### src/rtl/reorder_buffer_if.sv
// Dispatcher, CDB and commit/rollback signal bundle for the reorder buffer.
// The slave modport is the ROB itself; the master modport is its environment.
interface reorder_buffer_if;
  logic        en_signal_from_dispatcher;
  logic [4:0]  rd_from_dispatcher;
  logic        is_branch_from_dispatcher;
  logic        pred_taken_from_dispatcher;
  logic [4:0]  Q_to_dispatcher;
  logic        full_to_dispatcher;
  logic [4:0]  Q1_from_dispatcher;
  logic [4:0]  Q2_from_dispatcher;
  logic        ready1_to_dispatcher;
  logic        ready2_to_dispatcher;
  logic [31:0] V1_to_dispatcher;
  logic [31:0] V2_to_dispatcher;
  logic        cdb_valid;
  logic [4:0]  cdb_Q;
  logic [31:0] cdb_V;
  logic        cdb_taken;
  logic [31:0] cdb_target_pc;
  logic        commit_flag_to_reg;
  logic [4:0]  rd_to_reg;
  logic [4:0]  Q_to_reg;
  logic [31:0] V_to_reg;
  logic        rollback_flag_to_reg;
  logic [31:0] target_pc_to_fetcher;

  modport slave (
    input  en_signal_from_dispatcher, rd_from_dispatcher, is_branch_from_dispatcher,
    input  pred_taken_from_dispatcher, Q1_from_dispatcher, Q2_from_dispatcher,
    input  cdb_valid, cdb_Q, cdb_V, cdb_taken, cdb_target_pc,
    output Q_to_dispatcher, full_to_dispatcher,
    output ready1_to_dispatcher, ready2_to_dispatcher, V1_to_dispatcher, V2_to_dispatcher,
    output commit_flag_to_reg, rd_to_reg, Q_to_reg, V_to_reg,
    output rollback_flag_to_reg, target_pc_to_fetcher
  );

  modport master (
    output en_signal_from_dispatcher, rd_from_dispatcher, is_branch_from_dispatcher,
    output pred_taken_from_dispatcher, Q1_from_dispatcher, Q2_from_dispatcher,
    output cdb_valid, cdb_Q, cdb_V, cdb_taken, cdb_target_pc,
    input  Q_to_dispatcher, full_to_dispatcher,
    input  ready1_to_dispatcher, ready2_to_dispatcher, V1_to_dispatcher, V2_to_dispatcher,
    input  commit_flag_to_reg, rd_to_reg, Q_to_reg, V_to_reg,
    input  rollback_flag_to_reg, target_pc_to_fetcher
  );
endinterface

### src/rtl/reorder_buffer.sv
// Circular reorder buffer: tag allocation, CDB writeback, in-order single retire,
// and flush with redirect when a mispredicted branch reaches the head.
module reorder_buffer #(
  parameter int ROB_SIZE = 16
) (
  input  logic             clk_in,
  input  logic             rst_in,
  input  logic             rdy_in,
  reorder_buffer_if.slave  bus
);

  localparam int IDX_W = (ROB_SIZE > 1) ? $clog2(ROB_SIZE) : 1;
  localparam logic [4:0]       SIZE_TAG = 5'(ROB_SIZE);
  localparam logic [IDX_W-1:0] LAST_IDX = IDX_W'(ROB_SIZE - 1);

  // Entry storage; index i holds tag i+1 so tag 0 can mean "no producer".
  logic              busy_r       [ROB_SIZE];
  logic              ready_r      [ROB_SIZE];
  logic [4:0]        rd_r         [ROB_SIZE];
  logic [31:0]       value_r      [ROB_SIZE];
  logic              is_branch_r  [ROB_SIZE];
  logic              pred_taken_r [ROB_SIZE];
  logic              taken_r      [ROB_SIZE];
  logic [31:0]       entry_pc_r   [ROB_SIZE];

  logic [IDX_W-1:0]  head_r;
  logic [IDX_W-1:0]  tail_r;
  logic [4:0]        count_r;

  logic              commit_flag_r;
  logic [4:0]        commit_rd_r;
  logic [4:0]        commit_q_r;
  logic [31:0]       commit_v_r;
  logic              rollback_flag_r;
  logic [31:0]       redirect_pc_r;

  logic              full_s;
  logic              alloc_s;
  logic              head_commit_s;
  logic              mispredict_s;
  logic              wb_hit_s;
  logic [IDX_W-1:0]  wb_idx_s;
  logic [IDX_W-1:0]  head_next_s;
  logic [IDX_W-1:0]  tail_next_s;
  logic [32:0]       query1_s;
  logic [32:0]       query2_s;

  function automatic logic [IDX_W-1:0] next_idx(input logic [IDX_W-1:0] idx);
    logic [IDX_W-1:0] res;
    if (idx == LAST_IDX) begin
      res = '0;
    end else begin
      res = idx + IDX_W'(1);
    end
    return res;
  endfunction

  function automatic logic [IDX_W-1:0] tag_to_idx(input logic [4:0] tag);
    return IDX_W'(tag - 5'd1);
  endfunction

  function automatic logic [4:0] idx_to_tag(input logic [IDX_W-1:0] idx);
    return 5'(idx) + 5'd1;
  endfunction

  function automatic logic tag_valid(input logic [4:0] tag);
    return (tag != 5'd0) && (tag <= SIZE_TAG);
  endfunction

  // Stored result wins; otherwise forward a same-cycle CDB broadcast.
  function automatic logic [32:0] query(input logic [4:0] tag, input logic cdb_v,
                                        input logic [4:0] cdb_tag, input logic [31:0] cdb_val);
    logic [32:0]      res;
    logic [IDX_W-1:0] idx;
    idx = tag_to_idx(tag);
    if (tag_valid(tag) && busy_r[idx] && ready_r[idx]) begin
      res = {1'b1, value_r[idx]};
    end else if (tag != 5'd0 && cdb_v && cdb_tag == tag) begin
      res = {1'b1, cdb_val};
    end else begin
      res = 33'd0;
    end
    return res;
  endfunction

  // Control decisions for the coming edge.
  always_comb begin
    full_s        = (count_r == SIZE_TAG);
    alloc_s       = bus.en_signal_from_dispatcher && !full_s;
    head_commit_s = busy_r[head_r] && ready_r[head_r];
    mispredict_s  = head_commit_s && is_branch_r[head_r] &&
                    (taken_r[head_r] != pred_taken_r[head_r]);
    wb_idx_s      = tag_to_idx(bus.cdb_Q);
    if (bus.cdb_valid && tag_valid(bus.cdb_Q)) begin
      wb_hit_s = busy_r[wb_idx_s];
    end else begin
      wb_hit_s = 1'b0;
    end
    head_next_s   = next_idx(head_r);
    tail_next_s   = next_idx(tail_r);
  end

  // Operand lookups for the dispatcher.
  always_comb begin
    query1_s = query(bus.Q1_from_dispatcher, bus.cdb_valid, bus.cdb_Q, bus.cdb_V);
    query2_s = query(bus.Q2_from_dispatcher, bus.cdb_valid, bus.cdb_Q, bus.cdb_V);
  end

  assign bus.Q_to_dispatcher      = idx_to_tag(tail_r);
  assign bus.full_to_dispatcher   = full_s;
  assign bus.ready1_to_dispatcher = query1_s[32];
  assign bus.V1_to_dispatcher     = query1_s[31:0];
  assign bus.ready2_to_dispatcher = query2_s[32];
  assign bus.V2_to_dispatcher     = query2_s[31:0];
  assign bus.commit_flag_to_reg   = commit_flag_r;
  assign bus.rd_to_reg            = commit_rd_r;
  assign bus.Q_to_reg             = commit_q_r;
  assign bus.V_to_reg             = commit_v_r;
  assign bus.rollback_flag_to_reg = rollback_flag_r;
  assign bus.target_pc_to_fetcher = redirect_pc_r;

  // Entry, pointer and retire-port state; everything holds while rdy_in is low.
  always_ff @(posedge clk_in) begin
    if (rst_in) begin
      for (int i = 0; i < ROB_SIZE; i++) begin
        busy_r[i]       <= 1'b0;
        ready_r[i]      <= 1'b0;
        rd_r[i]         <= 5'd0;
        value_r[i]      <= 32'd0;
        is_branch_r[i]  <= 1'b0;
        pred_taken_r[i] <= 1'b0;
        taken_r[i]      <= 1'b0;
        entry_pc_r[i]   <= 32'd0;
      end
      head_r          <= '0;
      tail_r          <= '0;
      count_r         <= 5'd0;
      commit_flag_r   <= 1'b0;
      commit_rd_r     <= 5'd0;
      commit_q_r      <= 5'd0;
      commit_v_r      <= 32'd0;
      rollback_flag_r <= 1'b0;
      redirect_pc_r   <= 32'd0;
    end else if (rdy_in) begin
      commit_flag_r   <= head_commit_s;
      rollback_flag_r <= mispredict_s;
      if (head_commit_s) begin
        commit_rd_r <= rd_r[head_r];
        commit_q_r  <= idx_to_tag(head_r);
        commit_v_r  <= value_r[head_r];
      end
      if (mispredict_s) begin
        redirect_pc_r <= entry_pc_r[head_r];
      end
      if (wb_hit_s) begin
        ready_r[wb_idx_s]    <= 1'b1;
        value_r[wb_idx_s]    <= bus.cdb_V;
        taken_r[wb_idx_s]    <= bus.cdb_taken;
        entry_pc_r[wb_idx_s] <= bus.cdb_target_pc;
      end
      // A flush overrides the head retire bookkeeping and drops any same-edge allocation.
      if (mispredict_s) begin
        for (int i = 0; i < ROB_SIZE; i++) begin
          busy_r[i]  <= 1'b0;
          ready_r[i] <= 1'b0;
        end
        head_r  <= '0;
        tail_r  <= '0;
        count_r <= 5'd0;
      end else begin
        if (head_commit_s) begin
          busy_r[head_r]  <= 1'b0;
          ready_r[head_r] <= 1'b0;
          head_r          <= head_next_s;
        end
        if (alloc_s) begin
          busy_r[tail_r]       <= 1'b1;
          ready_r[tail_r]      <= 1'b0;
          rd_r[tail_r]         <= bus.rd_from_dispatcher;
          is_branch_r[tail_r]  <= bus.is_branch_from_dispatcher;
          pred_taken_r[tail_r] <= bus.pred_taken_from_dispatcher;
          taken_r[tail_r]      <= 1'b0;
          tail_r               <= tail_next_s;
        end
        case ({alloc_s, head_commit_s})
          2'b10:   count_r <= count_r + 5'd1;
          2'b01:   count_r <= count_r - 5'd1;
          default: count_r <= count_r;
        endcase
      end
    end
  end

endmodule
### src/flat_wrapper.sv
// flat-port wrapper written by rule: the top's interface ports become plain ports
module reorder_buffer_flat 
#(
  parameter int ROB_SIZE = 16
)
  (clk_in, rst_in, rdy_in, bus_en_signal_from_dispatcher, bus_rd_from_dispatcher, bus_is_branch_from_dispatcher, bus_pred_taken_from_dispatcher, bus_Q1_from_dispatcher, bus_Q2_from_dispatcher, bus_cdb_valid, bus_cdb_Q, bus_cdb_V, bus_cdb_taken, bus_cdb_target_pc, bus_Q_to_dispatcher, bus_full_to_dispatcher, bus_ready1_to_dispatcher, bus_ready2_to_dispatcher, bus_V1_to_dispatcher, bus_V2_to_dispatcher, bus_commit_flag_to_reg, bus_rd_to_reg, bus_Q_to_reg, bus_V_to_reg, bus_rollback_flag_to_reg, bus_target_pc_to_fetcher);
  reorder_buffer_if bus_i ();
  input  logic clk_in;
  input  logic rst_in;
  input  logic rdy_in;
  input wire logic [$bits(bus_i.en_signal_from_dispatcher)-1:0] bus_en_signal_from_dispatcher;
  input wire logic [$bits(bus_i.rd_from_dispatcher)-1:0] bus_rd_from_dispatcher;
  input wire logic [$bits(bus_i.is_branch_from_dispatcher)-1:0] bus_is_branch_from_dispatcher;
  input wire logic [$bits(bus_i.pred_taken_from_dispatcher)-1:0] bus_pred_taken_from_dispatcher;
  input wire logic [$bits(bus_i.Q1_from_dispatcher)-1:0] bus_Q1_from_dispatcher;
  input wire logic [$bits(bus_i.Q2_from_dispatcher)-1:0] bus_Q2_from_dispatcher;
  input wire logic [$bits(bus_i.cdb_valid)-1:0] bus_cdb_valid;
  input wire logic [$bits(bus_i.cdb_Q)-1:0] bus_cdb_Q;
  input wire logic [$bits(bus_i.cdb_V)-1:0] bus_cdb_V;
  input wire logic [$bits(bus_i.cdb_taken)-1:0] bus_cdb_taken;
  input wire logic [$bits(bus_i.cdb_target_pc)-1:0] bus_cdb_target_pc;
  output wire logic [$bits(bus_i.Q_to_dispatcher)-1:0] bus_Q_to_dispatcher;
  output wire logic [$bits(bus_i.full_to_dispatcher)-1:0] bus_full_to_dispatcher;
  output wire logic [$bits(bus_i.ready1_to_dispatcher)-1:0] bus_ready1_to_dispatcher;
  output wire logic [$bits(bus_i.ready2_to_dispatcher)-1:0] bus_ready2_to_dispatcher;
  output wire logic [$bits(bus_i.V1_to_dispatcher)-1:0] bus_V1_to_dispatcher;
  output wire logic [$bits(bus_i.V2_to_dispatcher)-1:0] bus_V2_to_dispatcher;
  output wire logic [$bits(bus_i.commit_flag_to_reg)-1:0] bus_commit_flag_to_reg;
  output wire logic [$bits(bus_i.rd_to_reg)-1:0] bus_rd_to_reg;
  output wire logic [$bits(bus_i.Q_to_reg)-1:0] bus_Q_to_reg;
  output wire logic [$bits(bus_i.V_to_reg)-1:0] bus_V_to_reg;
  output wire logic [$bits(bus_i.rollback_flag_to_reg)-1:0] bus_rollback_flag_to_reg;
  output wire logic [$bits(bus_i.target_pc_to_fetcher)-1:0] bus_target_pc_to_fetcher;
  assign bus_i.en_signal_from_dispatcher = bus_en_signal_from_dispatcher;
  assign bus_i.rd_from_dispatcher = bus_rd_from_dispatcher;
  assign bus_i.is_branch_from_dispatcher = bus_is_branch_from_dispatcher;
  assign bus_i.pred_taken_from_dispatcher = bus_pred_taken_from_dispatcher;
  assign bus_i.Q1_from_dispatcher = bus_Q1_from_dispatcher;
  assign bus_i.Q2_from_dispatcher = bus_Q2_from_dispatcher;
  assign bus_i.cdb_valid = bus_cdb_valid;
  assign bus_i.cdb_Q = bus_cdb_Q;
  assign bus_i.cdb_V = bus_cdb_V;
  assign bus_i.cdb_taken = bus_cdb_taken;
  assign bus_i.cdb_target_pc = bus_cdb_target_pc;
  assign bus_Q_to_dispatcher = bus_i.Q_to_dispatcher;
  assign bus_full_to_dispatcher = bus_i.full_to_dispatcher;
  assign bus_ready1_to_dispatcher = bus_i.ready1_to_dispatcher;
  assign bus_ready2_to_dispatcher = bus_i.ready2_to_dispatcher;
  assign bus_V1_to_dispatcher = bus_i.V1_to_dispatcher;
  assign bus_V2_to_dispatcher = bus_i.V2_to_dispatcher;
  assign bus_commit_flag_to_reg = bus_i.commit_flag_to_reg;
  assign bus_rd_to_reg = bus_i.rd_to_reg;
  assign bus_Q_to_reg = bus_i.Q_to_reg;
  assign bus_V_to_reg = bus_i.V_to_reg;
  assign bus_rollback_flag_to_reg = bus_i.rollback_flag_to_reg;
  assign bus_target_pc_to_fetcher = bus_i.target_pc_to_fetcher;
  reorder_buffer #(.ROB_SIZE(ROB_SIZE)) u_core (.clk_in(clk_in), .rst_in(rst_in), .rdy_in(rdy_in), .bus(bus_i));
endmodule
### config.mk
export PLATFORM = sky130hd
export DESIGN_NAME = reorder_buffer_flat
export DESIGN_NICKNAME = d
export VERILOG_FILES = /design/src/rtl/reorder_buffer_if.sv /design/src/rtl/reorder_buffer.sv /design/src/flat_wrapper.sv
export SDC_FILE = /design/constraint.sdc
export NUM_CORES = 2
export LEC_CHECK = 0
export CAP_MARGIN = 20
export CORE_MARGIN = 1
export CORE_UTILIZATION = 34
export CTS_BUF_LIST = sky130_fd_sc_hd__clkbuf_16
export DETAILED_ROUTE_END_ITERATION = 16
export GPL_TIMING_DRIVEN = 1
export SETUP_SLACK_MARGIN = 0.5
export SLEW_MARGIN = 20
export SYNTH_ARGS = -nofsm -noshare
export SYNTH_HDL_FRONTEND = slang
export SYNTH_SLANG_ARGS = --single-unit
export TNS_END_PERCENT = 30
### constraint.sdc
create_clock -name clk_in -period 7.92 [get_ports clk_in]
set_input_delay 0.792 -clock clk_in [delete_from_list [all_inputs] [get_ports clk_in]]
set_output_delay 0.792 -clock clk_in [all_outputs]
set_load 0.05 [all_outputs]
**Word-level counts from Yosys, hierarchy flattened**

Memory sizes are Yosys's and may differ from the RTL's. A register that Yosys moved wholly into a read port is not among the register bits.
Cells that the tools add are included.

- Register bits after elaboration: 20
- Bits in writable memories: 1184
- Input bits: 92
- Output and inout bits: 148
- Memories: 8

- $add $sub $neg: 9
- $lt $le $gt $ge: 3
- Equal/unequal tests: 24
- Muxes and demuxes: 111
- Bitwise gates (word level): 80
- Reductions and logical operators: 40

Memory list:

| name | words | width | read ports | clocked after Yosys merged registers in | write ports | RTL line | source |
|---|---|---|---|---|---|---|---|
| u_core.entry_pc_r | 16 | 32 | 1 | 1 | 16 | reorder_buffer.sv:24 | `logic [31:0] entry_pc_r [ROB_SIZE];` |
| u_core.value_r | 16 | 32 | 3 | 1 | 16 | reorder_buffer.sv:20 | `logic [31:0] value_r [ROB_SIZE];` |
| u_core.rd_r | 16 | 5 | 1 | 1 | 16 | reorder_buffer.sv:19 | `logic [4:0] rd_r [ROB_SIZE];` |
| u_core.busy_r | 16 | 1 | 4 | 1 | 16 | reorder_buffer.sv:17 | `logic busy_r [ROB_SIZE];` |
| u_core.is_branch_r | 16 | 1 | 1 | 1 | 16 | reorder_buffer.sv:21 | `logic is_branch_r [ROB_SIZE];` |
| u_core.pred_taken_r | 16 | 1 | 1 | 1 | 16 | reorder_buffer.sv:22 | `logic pred_taken_r [ROB_SIZE];` |
| +2 memories | - | - | - | - | - | - |  |

Operators by type and width:

| cell | count |
|---|---|
| $mux 33 | 4 |
| $mux 4 | 28 |
| $mux 1 | 74 |
| $eq 4x4->1 const B | 18 |
| $mux 32 | 2 |
| $reduce_or 32->1 | 2 |
| $and 1x1->1 | 32 |
| $or 1x1->1 | 32 |
| $logic_and 1x1->1 | 16 |
| $not 1->1 | 16 |
| $le 5x5->1 const B | 3 |
| $reduce_bool 5->1 | 3 |
| $sub 4x1->4 const B | 3 |
| $add 4x1->5 const B | 2 |
| $eq 5x5->1 | 2 |
| $mux 5 | 2 |
| $pmux 5 s2 | 1 |
| $reduce_and 2->1 | 5 |
| $reduce_or 1->1 | 9 |
| $add 4x1->4 const B | 2 |
| $add 5x1->5 const B | 1 |
| $eq 5x5->1 const B | 1 |
| $reduce_or 5->1 | 1 |
| $sub 5x1->5 const B | 1 |
| other kinds (6) | 7 |

**Longest topological paths before layout**

- Depth in word-level cells: 27
- Gate-level depth with buffers: 15
- Depth with buffers taken out: 13

**Worst setup path before layout**

Ideal clock, no wire load.

- Path type: input -> output
- From: input port bus_Q2_from_dispatcher[0]
- To: output port bus_V2_to_dispatcher[24]
- Data arrival time: 4632 ps
- Slack: 2496 ps
- Stages: 14
- Path buffers: 6
- Cells stage by stage: clkbuf_1 -> clkbuf_1 -> buf_1 -> inv_1 -> ha_1 -> xnor2_1 -> buf_2 -> mux2i_1 -> mux4_2 -> nand2_1 -> o211a_1 -> clkbuf_1 -> clkbuf_1 -> o21ai_0

- Longest elaborated chain between the ends: 5
- Elaborated cells on any way between the ends: 14

RTL lines:

| item | RTL line | source |
|---|---|---|
| start, declared | flat_wrapper.sv:16 | `input wire logic [$bits(bus_i.Q2_from_dispatcher)-1:0] bus_Q2_from_dispatcher;` |
| $sub 4x1->4 (tied with other cells) | reorder_buffer.sv:59 | `return IDX_W'(tag - 5'd1);` |
| $mem_v2 16x1 (tied with other cells) | - |  |
| $logic_and 1x1->1, on equally long branches | reorder_buffer.sv:76, reorder_buffer.sv:78 |  |
| $logic_and 1x1->1 / $mux 33 (equally long branches) | reorder_buffer.sv:76, reorder_buffer.sv:78 |  |
| $mux 33 * | reorder_buffer.sv:76 | `if (tag_valid(tag) && busy_r[idx] && ready_r[idx]) begin` |
| end, declared | flat_wrapper.sv:27 | `output wire logic [$bits(bus_i.V2_to_dispatcher)-1:0] bus_V2_to_dispatcher;` |

Every way passes the cells marked *; elsewhere a longest branch is shown, timed or not.

**Worst setup path in the final report**

- From: input port bus_Q2_from_dispatcher[2]
- To: output port bus_V2_to_dispatcher[2]

The elaborated chain is that of the path after synthesis.

==> results.yml <==
drt:
  totalWireLength_um: 215000
  wl_per_cell_um: 30.7
  num_vias: 40600
  firstDrtPassIters: 5
  drc: 0
  viasPerCell: 5.79
  drt-initial-drc-count: 4888
  ant_nets: 0
logic_synthesis:
  yosysSeqAreaShare_pct: 56.2
  synthSimpleGateAreaFrac_pct: 14.1
  synth.area.top_cells: "edfxtp_1 (52%), mux4_2 (23%), and2_1 (11%)"
  synthCells: 4312
  synthMuxAreaShare_pct: 23.6
  ys_ff_latch: 1277
  synth_xor_area_share_pct: 0.387
  ys_warn_count: 0
  yosysTopAreaCell: "edfxtp_1"
  netlist_area_mm2: 0.0657
  syn_nets: 4428
  synth_compound_area_share_pct: 2.49
  async_flop_share_pct: 0
  ys_types: 59
  synthFlopType: "edfxtp_1"
  synth_top_family_by_area: "multiplexers"
  synth_edf_count: 1136
  yosysTopAreaCellShare_pct: 51.9
  syn-mean-instance-area_um2: 15.2
  synthAdderAreaFrac_pct: 0.468
clock_network:
  path_clk_slew_ns: 0.06
  clock_sinks: 1277
  cts-root-buf: "clkbuf_16"
  h-tree-depth: 4
  cts_buffers: 144
  ctsHoldBuffers: 0
  clock_latency_ns: 0.81
  cts_tree: "done"
  clockBufferDepth: 3
  postCtsSetupBuffers: 0
  post_cts_resized: 0
power_and_ir_drop:
  report.power.total_mw: 15.6
  leakage_nw: 25.7
  pwr_density_cell_mw_per_mm2: 207
  ir_drop_uv: 158
layout:
  regArea_mm2: 0.0370
  fin_nets: 4485
  reg.largest.list: "u_core.entry_pc_r x512, u_core.value_r x512, u_core.rd_r x80"
  drive_above_1_share_pct: 24.2
  fill_cells: 17400
  multi_input_area_mm2: 0.0273
  syn_to_final_growth_pct: 14.8
place:
  globalplace.congestion: 0.834
  post-place-ws_ns: 1.95
  dp_hpwl_um: 123000
  io_buffers: 239
grt:
  use_met3_pct: 4.14
  grt_pass1_vias: 40600
  antenna_found_initial: 31
  met2_usage_pct: 36.0
  grt_max_degree: 112
  gr-usage-all-layers_pct: 22.0
  grt_overflow_total: 0
  top_usage_layer: "met2"
  grt_pass1_wl_um: 306000
  grtUsageMet1_pct: 29.1
timing:
  slew_violations: 0
  final-hold-violation-count: 0
  min_period_ns: 5.90
  setup_viol: 0
  tns_ns: 0
  rsz0062_at_grt: "false"
  slew_headroom_pct: 26.2
  setup_ws_ns: 2.02
  max_clock_freq_mhz: 169
  fin_crit_sh_pct: 74.5
  whs_ns: 0.451
  tightest_slew_ns: 1.11
  skew_ns: 0.0362
worst_setup_path:
  worst_setup_path_start_kind: "input pin"
  crit_fanout: 65
  crit_start: "bus_Q2_from_dispatcher[2]"
  critical_path_class: "in -> out"
  crit_path_end_kind: "primary output"
  critPathRequiredTime_ns: 7.13
  arrival_ns: 5.11
run:
  cap_violations: 0
min_path:
  min-delay-path-class: "reg -> reg"
  min_from: "u_core.bus.V_to_reg[15]"
floorplan:
  row_count: 160
  chipWidth_um: 442
  dieArea_mm2: 0.195
  ios: 240
  core_area_mm2: 0.191
  chipHeight_um: 442
  initial_utilization_pct: 34.4
status:
  status: "completed"
[worst max-delay path: stages]
cell and delay, ns:
clkdlybuf4s50_1 0.51, nor3_1 0.35, xnor2_2 0.16, buf_4 0.70
mux4_2 0.61, nand2_1 0.10, o211a_4 0.67, nand2_1 0.12
o21ai_0 0.12, clkdlybuf4s50_1 0.83
[through the flow]
stage | instances | area (µm²) | utilization [%]
floorplan | 4312 | 65700 | -
global placement | 6733 | 70700 | 37.0
detailed placement | 6733 | 70700 | 37.0
CTS | 6997 | 75300 | 39.5
global route | 7003 | 75400 | 39.5
finish | 7010 | 75400 | 39.5
[logic make-up (layout without fill, tap and decap cells)]
family	count (synthesis)	in the layout
flops	1277	1277
buf+inv	456	631
mux	697	697
fa+ha+maj	24	24
other cells	0	12
xor+xnor	29	29
compound gates	245	245
simple gates	1584	1584
[cell usage in the layout, fill, tap and decap left out, types with 29 or more instances in the layout]
cell / n
clkbuf_16: 147
mux4_2: 684
dfxtp_1: 137
nor2_1: 29
clkdlybuf4s50_1: 236
o21ai_0: 64
buf_4: 98
nand2_1: 245
and2_1: 1144
edfxtp_1: 1136
inv_1: 61
a21oi_1: 66
a32o_1: 32
[area by class of cell]
cell class | instances | share of cell area [%]
Inverter | 25 | 0.124
Tap cell | 2511 | 4.17
Sequential cell | 1277 | 49.0
Antenna cell | 12 | 0.0398
Multi-Input combinational cell | 2579 | 36.1
Clock buffer | 147 | 4.88
Clock inverter | 117 | 1.33
Timing Repair Buffer | 342 | 4.32
[final timing paths]
kind,to,slack (ns),depth (start not counted)
worst max register to register,u_core.rd_r[7][4],3.68,8
worst min register to register,u_core.bus.V_to_reg[15],0.45,2
worst min-delay path,u_core.bus.V_to_reg[15],0.45,2
worst max-delay path,bus_V2_to_dispatcher[2],2.02,10
[cell usage after synthesis (24+ instances only)]
| library cell | count |
|---|---|
| a21oi_1 | 66 |
| a32o_1 | 32 |
| and2_1 | 1144 |
| and3_1 | 28 |
| buf_1 | 47 |
| buf_2 | 28 |
| clkbuf_1 | 343 |
| dfxtp_1 | 141 |
| edfxtp_1 | 1136 |
| inv_1 | 24 |
| mux4_2 | 684 |
| nand2_1 | 245 |
| nor2_1 | 30 |
| o21ai_0 | 65 |
| or2_2 | 35 |
[layer usage]
metal	vias to the layer above	wire length, µm
met3	398	19000
met1	21400	83900
met2	2194	105000
met5	-	105
met4	16	7520
li1	16600	-
[report_power, final]
group | switching, mW | total [mW] | internal (mW) | leakage (nW)
Sequential | 0.116 | 7.63 | 7.51 | 12.9
Clock | 2.91 | 6.68 | 3.76 | 2.42
Combinational | 0.791 | 1.33 | 0.537 | 10.4
Note: power is estimated with default switching activity, not from simulation.
